**src/rtl/iq_scheduler.sv**
```systemverilog
// Issue-queue scheduler: enqueue slot allocation, writeback wakeup bypass,
// oldest-first issue selection held in a one-deep select register, and occupancy tracking.
module iq_scheduler #(
  parameter int DEPTH  = 8,
  parameter int PREG_W = 6,
  parameter int ROB_W  = 6,
  localparam int IDX_W = $clog2(DEPTH),
  localparam int OCC_W = $clog2(DEPTH + 1)
) (
  input  logic                    clock,
  input  logic                    reset_n,
  input  logic                    flush,
  input  logic                    enq_valid,
  output logic                    enq_ready,
  input  logic [PREG_W-1:0]       enq_prs1,
  input  logic [PREG_W-1:0]       enq_prs2,
  input  logic                    enq_src1_busy,
  input  logic                    enq_src2_busy,
  output logic                    enq_src1_state,
  output logic                    enq_src2_state,
  input  logic                    wb_valid,
  input  logic [PREG_W-1:0]       wb_prd,
  input  logic [DEPTH-1:0]        entry_valid,
  input  logic [DEPTH-1:0]        entry_ready,
  input  logic [DEPTH*PREG_W-1:0] entry_prs1,
  input  logic [DEPTH*PREG_W-1:0] entry_prs2,
  input  logic [DEPTH-1:0]        entry_robidx_flag,
  input  logic [DEPTH*ROB_W-1:0]  entry_robidx,
  output logic [DEPTH-1:0]        entry_enq,
  output logic [DEPTH-1:0]        entry_wakeup_src1,
  output logic [DEPTH-1:0]        entry_wakeup_src2,
  output logic [DEPTH-1:0]        entry_issuing,
  output logic                    issue_valid,
  output logic [IDX_W-1:0]        issue_idx,
  input  logic                    issue_ready,
  output logic [OCC_W-1:0]        occupancy
);

  logic [DEPTH-1:0] free_vec;
  logic [DEPTH-1:0] first_free;
  logic [DEPTH-1:0] cand;
  logic             enq_fire;
  logic             issue_fire;
  logic             sel_any;
  logic [IDX_W-1:0] sel_idx;
  logic             best_flag;
  logic [ROB_W-1:0] best_rob;

  // ROB indices carry a wrap flag: with differing flags the larger index is the older one.
  function automatic logic older(input logic fa, input logic [ROB_W-1:0] ia,
                                 input logic fb, input logic [ROB_W-1:0] ib);
    return (fa == fb) ? (ia < ib) : (ia > ib);
  endfunction

  function automatic logic [OCC_W-1:0] occ_next(input logic [OCC_W-1:0] occ,
                                                input logic inc, input logic dec);
    if (inc && !dec) return (occ == OCC_W'(DEPTH)) ? occ : occ + OCC_W'(1);
    if (dec && !inc) return (occ == '0) ? occ : occ - OCC_W'(1);
    return occ;
  endfunction

  // Stage p0: combinational enqueue, wakeup and selection
  assign free_vec       = ~entry_valid;
  assign first_free     = free_vec & (~free_vec + DEPTH'(1));
  assign enq_ready      = ~(&entry_valid) & ~flush;
  assign enq_fire       = enq_valid & enq_ready;
  assign entry_enq      = enq_fire ? first_free : '0;
  assign enq_src1_state = enq_src1_busy & ~(wb_valid & (wb_prd == enq_prs1));
  assign enq_src2_state = enq_src2_busy & ~(wb_valid & (wb_prd == enq_prs2));
  assign issue_fire     = issue_valid & issue_ready & ~flush;

  always_comb begin
    entry_wakeup_src1 = '0;
    entry_wakeup_src2 = '0;
    for (int i = 0; i < DEPTH; i++) begin
      entry_wakeup_src1[i] = wb_valid & entry_valid[i] & (entry_prs1[i*PREG_W +: PREG_W] == wb_prd);
      entry_wakeup_src2[i] = wb_valid & entry_valid[i] & (entry_prs2[i*PREG_W +: PREG_W] == wb_prd);
    end
  end

  always_comb begin
    entry_issuing = '0;
    if (issue_fire) entry_issuing[issue_idx] = 1'b1;
  end

  assign cand = entry_ready & ~entry_issuing;

  always_comb begin
    sel_any   = 1'b0;
    sel_idx   = '0;
    best_flag = 1'b0;
    best_rob  = '0;
    for (int i = 0; i < DEPTH; i++) begin
      if (cand[i] && (!sel_any || older(entry_robidx_flag[i], entry_robidx[i*ROB_W +: ROB_W],
                                        best_flag, best_rob))) begin
        sel_any   = 1'b1;
        sel_idx   = IDX_W'(i);
        best_flag = entry_robidx_flag[i];
        best_rob  = entry_robidx[i*ROB_W +: ROB_W];
      end
    end
  end

  // Stage p1: select register and occupancy counter
  always_ff @(posedge clock or negedge reset_n) begin
    if (!reset_n) begin
      issue_valid <= 1'b0;
      issue_idx   <= '0;
      occupancy   <= '0;
    end else if (flush) begin
      issue_valid <= 1'b0;
      occupancy   <= '0;
    end else begin
      if (!issue_valid || issue_fire) begin
        issue_valid <= sel_any;
        issue_idx   <= sel_idx;
      end
      occupancy <= occ_next(occupancy, enq_fire, issue_fire);
    end
  end

endmodule
```
**config.mk**
```make
export PLATFORM = sky130hd
export DESIGN_NAME = iq_scheduler
export DESIGN_NICKNAME = d
export VERILOG_FILES = /design/src/rtl/iq_scheduler.sv
export SDC_FILE = /design/constraint.sdc
export NUM_CORES = 1
export LEC_CHECK = 0
export BUFFER_PORTS_ARGS = -buffer_cell sky130_fd_sc_hd__buf_4
export CAP_MARGIN = 25
export CORE_MARGIN = 3
export CORE_UTILIZATION = 50
export DETAILED_ROUTE_END_ITERATION = 12
export PLACE_DENSITY_LB_ADDON = 0.05
export SYNTH_ARGS = -nofsm -noshare
export SYNTH_HDL_FRONTEND = slang
export SYNTH_SLANG_ARGS = --single-unit
```
**constraint.sdc**
```tcl
create_clock -name clock -period 22.1 [get_ports clock]
set_input_delay 2.21 -clock clock [delete_from_list [all_inputs] [get_ports clock]]
set_output_delay 2.21 -clock clock [all_outputs]
set_load 0.01 [all_outputs]
```
==> Implementation_results.wiki <==
{| class="wikitable"
! Metric !! Value
|-
| Outcome || complete, no violations
|-
| Wire length on met2 || ~8600 um
|-
| Timing endpoint of the critical path || issue_idx[2]
|-
| Setup slack on the worst flop-to-flop path || ~5300 ps
|-
| Sequential share of the synthesized area || 4.494%
|-
| Effective utilization at floorplan || 52.88%
|-
| Number of antenna violations at the first check in global routing || 0
|-
| CP endpoint kind || flip-flop
|-
| Overall overflow remaining after global route || 0
|-
| Number of warnings printed during yosys synthesis || 0
|-
| Cell with the most instances after synthesis || sky130_fd_sc_hd__xor2_1
|-
| Antenna viol nets, final || 0
|-
| Postcts setup bufs || 0
|-
| Number of resized instances in the post-cts repair step || 0
|-
| Area of the placeable core || approximately 0.0084 mm2
|-
| Die width || around 100 um
|-
| Post-Syn Nets || ~840
|-
| Smallest hold slack || 669.7 ps
|-
| Worst flop-to-flop path endpoint || issue_idx[2]
|-
| Final clock period utilization by the worst path || 83.53%
|-
| Critical path required time || 22150 ps
|-
| Global-route wire length before repair || about 26000 um
|-
| CP dominant cell by count || sky130_fd_sc_hd__ha_1
|-
| Number of pins exceeding their max-slew limit in the final report || 0
|-
| Number of setup violations in the final report || 0
|-
| Unrepaired setup endpoints after global routing || false
|-
| Largest net degree at the start of global routing || 26
|-
| Final hold violation count || 0
|-
| Hold buffers post-CTS || 0
|-
| Die area || approximately 0.010 mm2
|-
| Top fanout value on the critical path || 25
|-
| Worst ir drop on vdd || roughly 35 uV
|-
| Area growth from synthesis to layout || 39.97%
|-
| Aggregate negative setup slack || 0 ps
|-
| Reg2reg start || issue_idx[0]
|-
| Achievable clock frequency || 0.05417 GHz
|-
| Tightest Hold Check Type || reg2reg
|-
| Number of buffers created by CTS || 3
|-
| Leakage component of the power || roughly 2.9 nW
|-
| DR vias/cell || roughly 6.0
|-
| Sink count of the clock tree || 8
|-
| Worst path slowest cell || sky130_fd_sc_hd__nor2b_1
|-
| Share of flip-flops with an asynchronous set or reset || 100.0%
|-
| Global-route usage over all layers || between 30% and 40%
|-
| Number of register bits inferred by synthesis || 8
|-
| Met3 Routed Length || between 1000 and 1500 um
|-
| Number of cells traversed by the worst register-to-register path || between 60 and 70
|-
| Reg clk slew, reported paths || roughly 40 ps
|-
| Post-synthesis average cell area || 7.411 um2
|-
| Final-stage net count || between 1000 and 1500
|-
| Number of unique standard cell types used by synthesis || 70
|-
| Setup skew after layout || ~2.9 ps
|-
| Number of enable flip-flop cells after synthesis || 0
|-
| Power density over the cells || roughly 50 mW/mm2
|-
| Height of the die || ~100 um
|-
| Max transition margin || a little over two fifths
|-
| N_diodes || 0
|-
| # IOs || 237
|-
| CTS tree || yes
|-
| Commonest cells in the netlist || sky130_fd_sc_hd__xor2_1, sky130_fd_sc_hd__ha_1, sky130_fd_sc_hd__nor2_1
|-
| Arrival time reported for the critical path endpoint || 18510 ps
|-
| Number of instances in the synthesized netlist || around 600
|-
| Half-perimeter wire length after detailed placement || about 14000 um
|-
| Starting DRC count in detailed routing || 291
|-
| Final Routed Wirelength || 16660 um
|-
| Synth area leader || sky130_fd_sc_hd__xor2_1
|-
| Beginning of the critical path || flush
|-
| Tightest Pin Transition || about 840 ps
|-
| Critical path type || in2reg
|-
| Top Metal Used || met4
|-
| Length of the first detailed-routing pass in iterations || 5
|-
| Clock insertion delay at the later pin of the skew report || 230 ps
|-
| Average wire length per cell after detail routing || around 18 um
|-
| Maximum Capacitance Violations || 0
|-
| CP Launch Type || input pin
|-
| Number of port buffers || ~240
|-
| Top flip-flop cell by instance count after synthesis || sky130_fd_sc_hd__dfrtp_1
|-
| Final core utilization || 74.02%
|-
| Peak per-stage delay on the critical path || ~680 ps
|-
| Clock period minus worst slack || roughly 18000 ps
|-
| Share of cells above drive strength 1 || between 30% and 40%
|-
| Depth of the CTS H-tree || 1
|-
| Routability congestion estimate from global placement || 0.9856
|-
| Wl on met1 || 6315 um
|-
| Via count of the first global-routing pass || ~5400
|-
| Synthesized area || about 0.0045 mm2
|-
| Synth top area share || 15.73%
|-
| Maximum clock path buffer count || 2
|-
| Power consumption || ~0.31 mW
|-
| Total number of placement rows || 33
|-
| Number of DRC violations after detailed routing || 0
|-
| Root Buffer Master || sky130_fd_sc_hd__clkbuf_8
|-
| Top cells by area, synth || sky130_fd_sc_hd__xor2_1, sky130_fd_sc_hd__ha_1, sky130_fd_sc_hd__xnor2_1
|-
| DR vias || about 5500
|}
per-stage QoR:
stage | cells | cell area [um2] | worst slack, ps
after floorplan | 601 | 4454 | 6267
after global placement | 912 | 6193 | 4362
after detailed placement | 912 | 6193 | 3712
after CTS | 915 | 6235 | 3915
after global routing | 915 | 6235 | 2356
final | 915 | 6235 | 3640
worst min-delay path by stage:
stage / from / to / depth (start not counted)
global route: issue_idx[0] / issue_idx[0] / 2
global placement: issue_idx[0] / issue_idx[0] / 2
finish: issue_idx[0] / issue_idx[0] / 2
detailed placement: issue_idx[0] / issue_idx[0] / 2
CTS: issue_idx[0] / issue_idx[0] / 2
floorplan: issue_idx[0] / issue_idx[0] / 2
cell usage in the layout (no fill, tap or decap), types with 15 or more instances in the layout:
| cell type | synthesis | layout |
|---|---|---|
| sky130_fd_sc_hd__o21a_1 | 15 | 15 |
| sky130_fd_sc_hd__ha_1 | 44 | 44 |
| sky130_fd_sc_hd__nand4_1 | 18 | 18 |
| sky130_fd_sc_hd__nand3_1 | 17 | 17 |
| sky130_fd_sc_hd__inv_1 | 26 | 26 |
| sky130_fd_sc_hd__a21oi_1 | 25 | 25 |
| sky130_fd_sc_hd__buf_4 | 2 | 236 |
| sky130_fd_sc_hd__nand2_1 | 40 | 40 |
| sky130_fd_sc_hd__xnor2_1 | 32 | 32 |
| sky130_fd_sc_hd__xor2_1 | 80 | 80 |
| sky130_fd_sc_hd__nor2_1 | 44 | 44 |
| sky130_fd_sc_hd__nor4_1 | 19 | 19 |
| sky130_fd_sc_hd__o21ai_0 | 27 | 27 |
worst max-delay path, delay by kind of cell:
family          cells  cell delay (ps)
mux                 2              700
fa+ha+maj           7             1980
simple gates       26             7650
compound gates     30             5750
buf+inv             2              230
flip-flops by register name, summed over array words and instances, names as in the netlist:
| name | count |
|---|---|
| issue_idx | 3 |
| issue_valid | 1 |
| occupancy | 4 |
power by group:
| group | internal, mW | switching, mW | leakage, nW |
|---|---|---|---|
| logic | 0.124 | 0.144 | 2.78 |
| clock network | 0.0118 | 0.00594 | 0.0216 |
| registers | 0.0185 | 0.00721 | 0.0981 |
cells by family (layout without fill, tap and decap cells):
kind of cell | Yosys count | after routing | synth area share, %
simple gates | 210 | 210 | 25.73
flops | 8 | 8 | 4.494
compound gates | 160 | 160 | 26.97
mux | 11 | 11 | 2.556
xor+xnor | 112 | 112 | 22.02
fa+ha+maj | 44 | 44 | 12.36
buf+inv | 56 | 265 | 5.870
per-layer routing:
metal  vias up  track usage [%]
met2       238            58.82
met4         0            11.09
met5         -                0
met3        52            3.127
met1      2556            35.85
li1       2650                -
layout make-up:
cell class / count / area [um2]
well taps: 105 / 131.4
repair buffers: 236 / 1772
flip-flops and latches: 8 / 200.2
multi-input cells: 537 / 3993
clock buffers: 3 / 41.29
fillers: 688 / 2188
inverters: 26 / 97.59
(Power assumes the default switching activity.)
